### config.mk
export PLATFORM = sky130hd
export DESIGN_NAME = pc_source_unit
export DESIGN_NICKNAME = d
export VERILOG_FILES = /design/src/rtl/pc_source_unit.sv
export SDC_FILE = /design/constraint.sdc
export NUM_CORES = 1
export LEC_CHECK = 0
export ABC_CLOCK_PERIOD_IN_PS = 2500
export BUFFER_PORTS_ARGS = -buffer_cell sky130_fd_sc_hd__buf_2
export CAP_MARGIN = 20
export CORE_AREA = 2 2 122 124
export CTS_BUF_LIST = sky130_fd_sc_hd__clkbuf_16
export DETAILED_ROUTE_END_ITERATION = 12
export DIE_AREA = 0 0 124 126
export PLACE_DENSITY_LB_ADDON = 0.2
export SLEW_MARGIN = 0
export SYNTH_ARGS = -nofsm -noshare
export SYNTH_HDL_FRONTEND = slang
export SYNTH_SLANG_ARGS = --single-unit
### constraint.sdc
create_clock -name clk -period 2.5 [get_ports clk]
set_input_delay 0.5 -clock clk [delete_from_list [all_inputs] [get_ports clk]]
set_output_delay 0.5 -clock clk [all_outputs]
set_load 0.005 [all_outputs]
### src/rtl/pc_source_unit.sv
// Program counter register with a parameterised source mux, conditional write,
// misaligned-target exception, sticky illegal-select flag and an update counter.
module pc_source_unit #(
   parameter int              WIDTH        = 32,
   parameter int              NSRC         = 6,
   parameter int              SELW         = 3,
   parameter logic [WIDTH-1:0] RESET_VECTOR = '0,
   parameter logic [WIDTH-1:0] EXC_VECTOR   = 'hFC
) (
   input  logic                  clk,
   input  logic                  reset,
   input  logic [NSRC*WIDTH-1:0] src_data,
   input  logic [SELW-1:0]       pc_source,
   input  logic                  pc_write,
   input  logic                  pc_write_cond,
   input  logic                  cond_true,
   input  logic                  err_clear,
   output logic [WIDTH-1:0]      pc,
   output logic [WIDTH-1:0]      pc_prev,
   output logic [WIDTH-1:0]      bad_addr,
   output logic                  exc,
   output logic                  sel_err,
   output logic [15:0]           upd_count
);

   logic             write_en;
   logic             sel_bad;
   logic             misaligned;
   logic [WIDTH-1:0] target;

   assign write_en   = pc_write | (pc_write_cond & cond_true);
   assign sel_bad    = (32'(pc_source) >= NSRC);
   assign misaligned = (target[1:0] != 2'b00);

   // Out-of-range selects yield zero; they never reach the PC anyway.
   always_comb begin
      target = '0;
      for (int k = 0; k < NSRC; k++) begin
         if (32'(pc_source) == k) begin
            target = src_data[k*WIDTH +: WIDTH];
         end
      end
   end

   always_ff @(posedge clk) begin
      if (reset) begin
         pc        <= RESET_VECTOR;
         pc_prev   <= RESET_VECTOR;
         bad_addr  <= '0;
         exc       <= 1'b0;
         sel_err   <= 1'b0;
         upd_count <= 16'd0;
      end else begin
         exc <= 1'b0;
         if (write_en && !sel_bad) begin
            pc_prev   <= pc;
            upd_count <= upd_count + 16'd1;
            if (misaligned) begin
               pc       <= EXC_VECTOR;
               bad_addr <= target;
               exc      <= 1'b1;
            end else begin
               pc <= target;
            end
         end
         // A new illegal write outranks a simultaneous clear.
         if (write_en && sel_bad) begin
            sel_err <= 1'b1;
         end else if (err_clear) begin
            sel_err <= 1'b0;
         end
      end
   end

endmodule

# Word-level counts from Yosys, hierarchy flattened
# Index checks and enable logic that the tools add are counted.
totals:
  regBits: 114
  in_bits: 201
  out_inout_bits: 114
  word_cells: 34
op_classes:
  add_sub_neg: 1
  order_cmp: 1
  n_eq_ne: 5
  mux: 10
  n_bitwise: 3
  n_reduce_logical: 8
ops:
  columns: ["cell", "count"]
  rows:
  - ["$mux 32", 7]
  - ["$add 16x1->16 const B", 1]
  - ["$eq 3x2->1 const B", 2]
  - ["$eq 3x3->1 const B", 2]
  - ["$reduce_bool 2->1", 2]
  - ["$eq 3x1->1 const B", 1]
  - ["$ge 3x3->1 const B", 1]
  - ["$logic_not 3->1", 1]
  - ["$mux 1", 3]
  - ["$logic_and 1x1->1", 2]
  - ["$reduce_and 2->1", 1]
  - ["$reduce_or 2->1", 1]
  - ["$and 1x1->1", 1]
  - ["$logic_not 1->1", 1]
  - ["$not 1->1", 1]
  - ["$or 1x1->1", 1]

# Logic depth before layout (Yosys ltp)
# Gate-level depths: netlist of the first run.
logic_depth:
  ltp_word: 9
  mapped_depth: 9
  ltp_nobuf: 5

# Least setup slack after synthesis of the first run
# OpenSTA, ideal clock, no wires.
synth_path:
  path_kind: "input to register"
  start: "input pc_source[2]"
  end: "register bad_addr[10]"
  setup_time_ns: 0.086
  t_arrival_ns: 1.810
  required_ns: 2.414
  path_slack_ns: 0.604
  stages: 9
  n_path_buf: 4
  cell_sequence: "buf_4 nand2b_1 buf_4 o22ai_1 a211o_1 buf_4 buf_6 a21oi_1 a211oi_1"
synth_between:
  elab_chain_cells: 9
  word_cells_on_any_way: 17
  classes_between: "order compare: 1; eq/ne: 5; mux: 6; reduce/logical: 5"
synth_rtl:
  columns: ["element", "line", "text"]
  rows:
  - ["start: declaration", "13", "input logic [SELW-1:0] pc_source,"]
  - ["$logic_not 3->1", "39", "if (32'(pc_source) == k) begin"]
  - ["$mux 32 (6 in a row)", "39", null]
  - ["$reduce_bool 2->1", "33", "assign misaligned = (target[1:0] != 2'b00);"]
  - ["$reduce_and 2->1 (no source line)", null, null]
  - ["end signal: assignment", "60", "bad_addr <= target;"]
  - ["end: declaration", "20", "output logic [WIDTH-1:0] bad_addr,"]
# Parallel ways exist; a longest one is shown, timed or not.
# A chain may end at the register's enable or synchronous reset.

# Final worst setup path of the first run
layout_path:
  start: "input pc_source[0]"
  end: "register bad_addr[8]"
# The elaborated chain is that of the path after synthesis.

==> summary.md, run 1 <==
| Metric | Value |
|---|---|
| Drt total wl | 20.6 mm |
| Critical-path maximum fanout | 21 |
| Status | finished clean |
| Worst-Margin Slew | 963 ps |
| DP HPWL | 15.9 mm |
| Yosys reg bits | 114 |
| Worst Path Buf+Inv | 2 |
| Worst EP arrival | 2340 ps |
| Fin crit share | 81.3% |
| First-pass GRT wire length | 31.1 mm |
| Setup violators final | 0 |
| First-pass DRT Iterations | 5 |
| Syn Nets | 892 |
| Initial Util | 39.8% |
| CP endpoint kind | register |
| CP max-delay cell | a211o_1 |
| Sequential area share after synthesis | 40.1% |
| Vias in the first global route | 5875 |
| Fin nets | 1191 |
| Number of clock sinks | 114 |
| Most frequent cells in the layout | buf_2 (312), dfxtp_1 (114), a21oi_1 (111) |
| Max clock buf depth | 2 |
| Core area | about 14000 um2 |
| Stages on the worst setup path | 7 |
| Async S/R FF share, synth | 0% |
| Clk_lat worst skew | roughly 400 ps |
| Number of flops mapped to enable cells by yosys | 0 |
| YS warnings | 0 |
| Worst VDD drop | 0.421 mV |
| Startpoint types | primary input |
| Cell family with most CP delay | compound AO/OA/AOI/OAI gates |
| Util after Layout | between 50% and 60% |
| PortBufs | between 300 and 400 |
| Io pins | 315 |
| GRT Overall Usage | 25.8% |
| Largest net degree at the start of global routing | 54 |
| Unrepaired setup endpoints after global routing | false |
| Htree depth | 4 |
| MaxCap Viol Count | 0 |
| Worst R2R Setup Slack | 820 ps |
| Grt total ovfl | 0 |
| Pre-CTS setup slack | 72.2 ps |
| F_max | approximately 0.5 GHz |
| Initial antenna violation count | 1 |
| Clock period minus worst slack | slightly above 2000 ps |
| # Post-CTS Setup Buffers | 0 |
| Critical Path Max Stage Delay | 570 ps |
| Worst Skew | around 6 ps |
| Max-slew headroom | 35.5% |
| Cells after synthesis | 690 |
| WL per Instance | approximately 17 um |
| Root Driver | clkbuf_16 |
| Power density over the cells | 647 nW/um2 |
| Layout cells sized above 1 | 39.0% |
| Worst reg2reg path endpoint | upd_count[15] |
| Worst Hold Path Cells | 4 |
| Critical R2R Launch | upd_count[3] |
| Routed Antenna Nets | 0 |
| Hold Crit Start | err_clear |
| Mean Syn Cell Area | 8.26 um2 |
| Die Y | 126 um |
| TritonCTS clock tree | done |
| Die area | 15600 um2 |
| CP dominant cell by count | buf_4 |
| CP Class | primary input to register |
| Clk pin slew, worst setup/hold paths | 50 ps |
| Commonest non-fill, non-tap cell in the layout | buf_2 |
| Hold Path Class | primary input to register |
| Most used DFF post-synth | dfxtp_1 |
| Via count | ~6300 |
| Die W | 124 um |
| Vias per inst | 5.28 |
| Num CTS Buffers | 17 |
| Pleak | roughly 3.7 nW |
| Crit path setup slack, layout | 467 ps |
| Post-Syn Area | about 5700 um2 |
| First-iteration detailed-routing DRC count | 429 |
| Row cnt | 44 |
| Hold endpoint | sel_err |
| Final setup TNS | 0 ps |
| Worst Hold Slack | 430 ps |
| CTS resizes | 0 |
| Area grow syn2layout | 41.5% |
| Gp weighted congestion | ~0.86 |
| Final hold violation count | 0 |
| Slew Limit Fails | 0 |
| Req. time, crit path | 2810 ps |
| Yosys cell types | 39 |
| # hold bufs at CTS | 0 |
| Critical-path cell list | buf_4 -> mux2i_1 -> nor3_1 -> a211o_1 -> buf_4 -> a21oi_1 -> a211oi_1 |
| R2r worst-path depth | 5 |
| Number of remaining DRC errors | 0 |
==> sequential cells by signal, summed over array words and instances (netlist names) <==
name,cells
bad_addr,32
pc,32
pc_prev,32
upd_count,16
exc,1
sel_err,1
==> metal layers <==
metal	up-vias	track usage, %	share of wire [%]
met5	-	0	0
met4	0	9.85	2.7
met3	30	6.75	6.8
met2	239	40.4	46
met1	2910	34.0	44
li1	3084	-	-
==> layout make-up <==
type                    count  area [um2]
fillers                  1450        6250
multi-input cells         507        3110
flip-flops and latches    114        2280
repair buffers            345        1870
clock buffers              17         425
well taps                 184         230
clock inverters            14         125
inverters                   4        15.0
diodes                      1        2.50
==> power breakdown <==
group          switching (mW)  total (mW)  internal [mW]  leakage, nW
Combinational           0.530       0.978          0.448         2.53
Sequential             0.0663        1.99           1.92        0.929
Clock                   0.812        2.25           1.44        0.278
==> how the worst max path moves through the flow <==
stage                             from           end  slack, ps
after floorplan           pc_source[2]  bad_addr[10]        600
after global placement    pc_source[0]  bad_addr[30]        110
after detailed placement  pc_source[0]  bad_addr[11]         70
after CTS                 pc_source[0]  bad_addr[13]        480
after global routing      pc_source[1]         pc[3]        250
final                     pc_source[0]   bad_addr[8]        470
==> worst reg2reg max path, stage by stage (launching register included) <==
cell and delay (ps):
dfxtp_1 420, and4_1 260, nand4_1 270, nor4_1 410
xnor2_1 160, nor2_1 50
==> kinds of logic (layout without fill, tap and decap cells) <==
group           after synthesis  in the layout  synth area share (%)
compound gates              196            196                  21.2
xor+xnor                     10             10                  1.54
fa+ha+maj                     1              1                 0.220
buf+inv                      69            380                  5.80
flops                       114            114                  40.1
mux                          77             77                  13.8
other cells                   0              1                     0
simple gates                223            223                  17.4
==> synth_stat cells (all sizes together) (12+ instances only) <==
library cell / count / area, um2
a211oi: 24 / 185
a21oi: 111 / 556
a2bb2oi: 13 / 114
buf: 26 / 169
clkbuf: 39 / 146
dfxtp: 114 / 2280
mux2: 13 / 146
mux2i: 64 / 641
nand2: 111 / 417
nand3: 17 / 85.1
nor2: 29 / 109
nor3: 33 / 165
o221ai: 13 / 114
o22ai: 12 / 75.1
or3: 16 / 100
==> through the flow <==
| stage | std cells | total power [mW] | area (um2) |
|---|---|---|---|
| 6_report | 1186 | 5.21 | 8060 |
| 5_1_grt | 1186 | 5.44 | 8060 |
| 4_1_cts | 1185 | 5.25 | 8060 |
| 3_5_place_dp | 1154 | 2.99 | 7510 |
| 3_3_place_gp | 1154 | 2.99 | 7510 |
| 2_1_floorplan | 690 | 2.54 | 5700 |
Note: power is estimated with default switching activity, not from simulation.
==> run 2, diff against run 1 <==
--- a/config.mk
+++ b/config.mk
@@ -5,13 +5,13 @@
 export SDC_FILE = /design/constraint.sdc
 export NUM_CORES = 1
 export LEC_CHECK = 0
-export ABC_CLOCK_PERIOD_IN_PS = 2500
+export ABC_CLOCK_PERIOD_IN_PS = 1700
 export BUFFER_PORTS_ARGS = -buffer_cell sky130_fd_sc_hd__buf_2
 export CAP_MARGIN = 20
-export CORE_AREA = 2 2 122 124
+export CORE_AREA = 2 2 121 123
 export CTS_BUF_LIST = sky130_fd_sc_hd__clkbuf_16
 export DETAILED_ROUTE_END_ITERATION = 12
-export DIE_AREA = 0 0 124 126
+export DIE_AREA = 0 0 123 125
 export PLACE_DENSITY_LB_ADDON = 0.2
 export SLEW_MARGIN = 0
 export SYNTH_ARGS = -nofsm -noshare
==> constraint.sdc (replaced) <==
create_clock -name clk -period 1.7 [get_ports clk]
set_input_delay 0.34 -clock clk [delete_from_list [all_inputs] [get_ports clk]]
set_output_delay 0.34 -clock clk [all_outputs]
set_load 0.005 [all_outputs]
==> summary.md, run 2 (synthesis gave the netlist of run 1 again) <==
| Metric | Value |
|---|---|
| Status | finished clean |
| Max clock buf depth | 2 |
| Total power | ~8.3 mW |
| Die area | 15400 um2 |
| Critical R2R Launch | upd_count[6] |
| Initial Util | 40.1% |
| PortBufs | 314 |
| Worst VDD drop | 0.555 mV |
| Clk pin slew, worst setup/hold paths | 60 ps |
| # hold bufs at CTS | 0 |
| TritonCTS clock tree | done |
| Drt total wl | between 20 and 25 mm |
| Final hold violation count | 0 |
| Area grow syn2layout | 49.3% |
| Worst EP arrival | ~1900 ps |
| Crit path setup slack, layout | 98.6 ps |
| DP HPWL | 16.4 mm |
| Worst Hold Slack | 216 ps |
| Critical-path cell list | buf_4 -> buf_6 -> buf_6 -> mux2i_1 -> a2bb2oi_1 -> o221ai_1 -> nor3_1 -> nor3_1 |
| Power density over the cells | a little under 1000 nW/um2 |
| Req. time, crit path | ~2000 ps |
| Startpoint types | primary input |
| Vias in the first global route | between 6000 and 7000 |
| First-iteration detailed-routing DRC count | 426 |
| Num CTS Buffers | 17 |
| Row cnt | 44 |
| Gp weighted congestion | 0.901 |
| Number of remaining DRC errors | 0 |
| Root Driver | clkbuf_16 |
| Origin of the worst setup path | pc_source[0] |
| Largest net degree at the start of global routing | 64 |
| Die W | between 100 and 150 um |
| Worst Path Buf+Inv | 3 |
| GRT Overall Usage | 26.8% |
| Number of clock sinks | 114 |
| F_max | 0.624 GHz |
| WL per Instance | 17.1 um |
| # Post-CTS Setup Buffers | 0 |
| Worst Hold Path Cells | 4 |
| Critical Path End | bad_addr[11] |
| Grt total ovfl | 0 |
| Worst R2R Setup Slack | 170 ps |
| Via count | 6411 |
| CP Class | primary input to register |
| Initial antenna violation count | 2 |
| Top Registers | bad_addr: 32 flops, pc: 32 flops, pc_prev: 32 flops |
| Commonest non-fill, non-tap cell in the layout | buf_2 |
| R2r worst-path depth | 6 |
| CP endpoint kind | register |
| Slew Limit Fails | 0 |
| Unrepaired setup endpoints after global routing | false |
| Clock period minus worst slack | 1600 ps |
| Critical Path Max Stage Delay | 240 ps |
| Clk_lat worst skew | 410 ps |
| Layout cells sized above 1 | 41.7% |
| Max-slew headroom | approximately 68% |
| Setup violators final | 0 |
| Most frequent cells in the layout | buf_2 (312), dfxtp_1 (114), a21oi_1 (111) |
| Pleak | 3.97 nW |
| Vias per inst | 5.22 |
| Fin crit share | between 90% and 100% |
| CP max-delay cell | o221ai_1 |
| First-pass DRT Iterations | 5 |
| Worst Skew | 12.3 ps |
| Cell family with most CP delay | buffers and inverters |
| Hold Path Class | primary input to register |
| Io pins | roughly 320 |
| Routed Antenna Nets | 0 |
| Htree depth | 4 |
| First-pass GRT wire length | 31.8 mm |
| MaxCap Viol Count | 0 |
| Die Y | 125 um |
| Core area | 14200 um2 |
| Critical-path maximum fanout | 17 |
| Worst reg2reg path endpoint | upd_count[12] |
| Pre-CTS setup slack | -400 ps |
| Worst-Margin Slew | 482 ps |
| Fin nets | 1230 |
| Stages on the worst setup path | 8 |
-- run 2: cell count changes in the layout (fill, tap and decap cells not counted), moves of 2 or more --
cell	change
clkinv_1	+2
buf_6	+3
diode_2	+2
nor2_2	+2
clkinv_2	-6
buf_12	+2
nor2_1	-2
clkinv_4	+2
buf_4	+34
bufinv_16	+3
-- run 2: report_power, final --
part / switching (mW) / leakage, nW / internal [mW]
logic: 0.795 / 2.74 / 0.731
clock network: 1.24 / 0.307 / 2.59
registers: 0.101 / 0.929 / 2.82
-- run 2: worst min-delay path by stage --
| stage | endpoint | slack [ps] | start |
|---|---|---|---|
| floorplan | bad_addr[0] | 450 | bad_addr[0] |
| global placement | pc_prev[1] | 440 | pc_prev[1] |
| detailed placement | pc_prev[10] | 440 | pc_prev[10] |
| CTS | sel_err | 200 | err_clear |
| global route | sel_err | 240 | err_clear |
| finish | sel_err | 220 | err_clear |
-- run 2: cell type report --
class | instances | area [um2]
Multi-Input combinational cell | 507 | 3130
Timing Repair Buffer | 384 | 2200
Tap cell | 184 | 230
Sequential cell | 114 | 2280
Antenna cell | 3 | 7.51
Clock inverter | 15 | 215
Fill cell | 1384 | 5700
Inverter | 4 | 15.0
Clock buffer | 17 | 425
-- run 2: stage by stage --
step / utilization (%) / TNS (ps) / cells / cell area, um2
global placement: 55.2 / -16300 / 1193 / 7840
detailed placement: 55.2 / -17050 / 1193 / 7840
global route: 59.9 / 0 / 1227 / 8510
finish: 59.9 / 0 / 1228 / 8510
floorplan: - / -11.3 / 690 / 5720
CTS: 59.7 / 0 / 1225 / 8480
-- run 2: routing by layer --
metal	global-route usage [%]	part of all wire (%)
met4	9.43	2.3
met1	34.6	42
met2	43.9	49
met5	0	0
met3	5.61	6.3
-- run 2: tightest hold or removal path, cell delays in order --
cell and delay [ps]:
buf_2 90, inv_1 40, a32oi_1 40, nor2_1 70
-- run 2: timing repair --
action	CTS	global route
endpoints found under the hold margin	0	0
setup endpoints to repair	0	26
gates resized for setup	0	5
==> run 3, diff against run 2 <==
--- a/config.mk
+++ b/config.mk
@@ -5,7 +5,8 @@
 export SDC_FILE = /design/constraint.sdc
 export NUM_CORES = 1
 export LEC_CHECK = 0
-export ABC_CLOCK_PERIOD_IN_PS = 1700
+export ABC_AREA = 1
+export ABC_CLOCK_PERIOD_IN_PS = 1500
 export BUFFER_PORTS_ARGS = -buffer_cell sky130_fd_sc_hd__buf_2
 export CAP_MARGIN = 20
 export CORE_AREA = 2 2 121 123
==> constraint.sdc (replaced) <==
create_clock -name clk -period 1.5 [get_ports clk]
set_input_delay 0.3 -clock clk [delete_from_list [all_inputs] [get_ports clk]]
set_output_delay 0.3 -clock clk [all_outputs]
set_load 0.005 [all_outputs]
==> summary.md, run 3 <==
| Metric | Value |
|---|---|
| Status | finished clean |
| PortBufs | 314 |
| Number of clock sinks | 114 |
| Most used DFF post-synth | dfxtp_1 |
| Number of flops mapped to enable cells by yosys | 0 |
| Fin nets | 1474 |
| DP Cell Count | 1435 |
| Grt total ovfl | 0 |
| Worst Skew | 4.58 ps |
| Setup violators final | 0 |
| Top Registers | bad_addr: 32 flops, pc: 32 flops, pc_prev: 32 flops |
| DP HPWL | about 17 mm |
| Worst R2R Setup Slack | 110 ps |
| Initial antenna violation count | 1 |
| Die Y | 125 um |
| Worst reg2reg path endpoint | upd_count[14] |
| Area grow syn2layout | 47.7% |
| Synth top cells by count | nand2_1 (254), nor2_1 (168), dfxtp_1 (114) |
| Final setup TNS | 0 ps |
| Slew Limit Fails | 0 |
| Die area | 15400 um2 |
| Core area | 14200 um2 |
| Initial Util | 41.8% |
| Critical-path maximum fanout | 4 |
| Worst Hold Path Cells | 4 |
| CP endpoint kind | register |
| Row cnt | 44 |
| Most frequent cells in the layout | buf_2 (313), nand2_1 (252), nor2_1 (161) |
| Clock period minus worst slack | 1390 ps |
| First-pass GRT wire length | 32.9 mm |
| Number of remaining DRC errors | 0 |
| Req. time, crit path | 1800 ps |
| Worst VDD drop | 0.620 mV |
| First-pass DRT Iterations | 5 |
| Post-Syn Area | 5940 um2 |
| Gp weighted congestion | 0.980 |
| Clk pin slew, worst setup/hold paths | 60 ps |
| Count leader, synth | nand2_1 |
| MaxCap Viol Count | 0 |
| Max clock buf depth | 2 |
| Total power | 9.00 mW |
| Via count | 7252 |
| Critical R2R Launch | upd_count[1] |
| Max-slew headroom | 76.8% |
| Hold Path Class | primary input to register |
| Hold endpoint | sel_err |
| Hold Crit Start | err_clear |
| Vias per inst | 4.93 |
| F_max | a little over 0.7 GHz |
| Largest net degree at the start of global routing | 36 |
| Startpoint types | register |
| Clk_lat worst skew | 410 ps |
| Sequential area share after synthesis | 38.4% |
| Pleak | 4.66 nW |
| Vias in the first global route | 6459 |
| TritonCTS clock tree | done |
| # hold bufs at CTS | 0 |
| YS warnings | 0 |
| Htree depth | 4 |
| Fin crit share | around 93% |
| Worst-Margin Slew | about 350 ps |
| Power density over the cells | 1030 nW/um2 |
| Synth area leaders | dfxtp_1 (38%), nand2_1 (16%), nor2_1 (11%) |
| Unrepaired setup endpoints after global routing | true |
| Yosys cell types | 33 |
| Die W | between 100 and 150 um |
| Syn Nets | 1140 |
| CP Class | register to register |
| Mean Syn Cell Area | roughly 6.3 um2 |
| WL per Instance | 14.6 um |
| R2r worst-path depth | 7 |
| Layout cells sized above 1 | 34.9% |
| Cell Count, Final, Fillers Out | about 1500 |
| First-iteration detailed-routing DRC count | approximately 380 |
| Yosys reg bits | 114 |
| Async S/R FF share, synth | 0% |
| Yosys top cell area share | 38.4% |
| Commonest non-fill, non-tap cell in the layout | buf_2 |
| Num CTS Buffers | 17 |
| GRT Overall Usage | 27.2% |
| Drt total wl | 21.5 mm |
| Routed Antenna Nets | 0 |
| Root Driver | clkbuf_16 |
| Area leader, netlist | dfxtp_1 |
| Cells after synthesis | 938 |
| Io pins | approximately 320 |
| Worst EP arrival | 1690 ps |
| Final hold violation count | 0 |
-- run 3: changes by cell type after synthesis, moves of 44 or more --
cell / change
o21ai_0: +46
nand3_1: +71
a21oi_1: -67
nand2_1: +143
nor2_1: +139
mux2i_1: -64
nand4_1: +44
inv_1: +58
-- run 3: stage by stage --
step                hold slack, ps  setup WS, ps  util, %  instance area (um2)
CTS                            137          24.4     61.3                 8710
finish                         150           108     61.8                 8780
global placement               449          -250     57.2                 8130
global route                   160         -12.1     61.8                 8780
detailed placement             450          -306     57.2                 8130
floorplan                      455          1.01        -                 6010
-- run 3: cell type report --
cell class	count	area (um2)
Clock buffer	17	425
Inverter	66	250
Clock inverter	15	150
Tap cell	184	230
Fill cell	1414	5430
Multi-Input combinational cell	697	3230
Sequential cell	114	2290
Timing Repair Buffer	376	2200
Antenna cell	1	2.50
-- run 3: critical path, cell delays in order, from the launching register on --
cell and delay (ps):
dfxtp_2 380, ha_4 140, nand4_1 120, nor2_2 170, nand3_2 100, nand3b_1 190
o21ai_1 150, nor2_1 50
-- run 3: cell families after synthesis --
kind of cell	after synthesis	share of synthesized area, %
buffers and inverters	127	8.91
adders and majority gates	1	0.211
and+or+nand+nor	590	43.0
DFF	114	38.4
xor gates and xnor gates	4	0.590
AOI/OAI and AO/OA	102	8.82
-- run 3: how the worst max path moves through the flow --
stage / depth (start not counted) / endpoint / startpoint / slack [ps]
5_1_grt: 12 / bad_addr[13] / pc_source[2] / -10
6_report: 7 / upd_count[14] / upd_count[1] / 110
2_1_floorplan: 11 / bad_addr[13] / pc_source[1] / 1
3_5_place_dp: 10 / bad_addr[18] / pc_source[1] / -310
3_3_place_gp: 10 / bad_addr[11] / pc_source[1] / -250
4_1_cts: 7 / upd_count[14] / upd_count[0] / 20
-- run 3: repair_timing --
item / in CTS / in global routing
gates resized for setup: 2 / 16
pin swaps: 0 / 4
setup buffers: 0 / 2
setup endpoints to repair: 1 / 36
-- run 3: metal layers --
metal  track usage [%]  part of all wire (%)  vias up
met4              8.82                   2.1        0
met1              35.5                    43     3202
li1                  -                     -     3709
met2              45.0                    48      309
met3              5.34                   6.8       32
met5                 0                     0        -
-- run 3: power breakdown --
group          leakage, nW  internal, mW  switching, mW
Sequential           0.935          3.24          0.128
Combinational         3.44         0.758          0.960
Clock                0.289          2.56           1.35
Total                 4.66          6.56           2.44
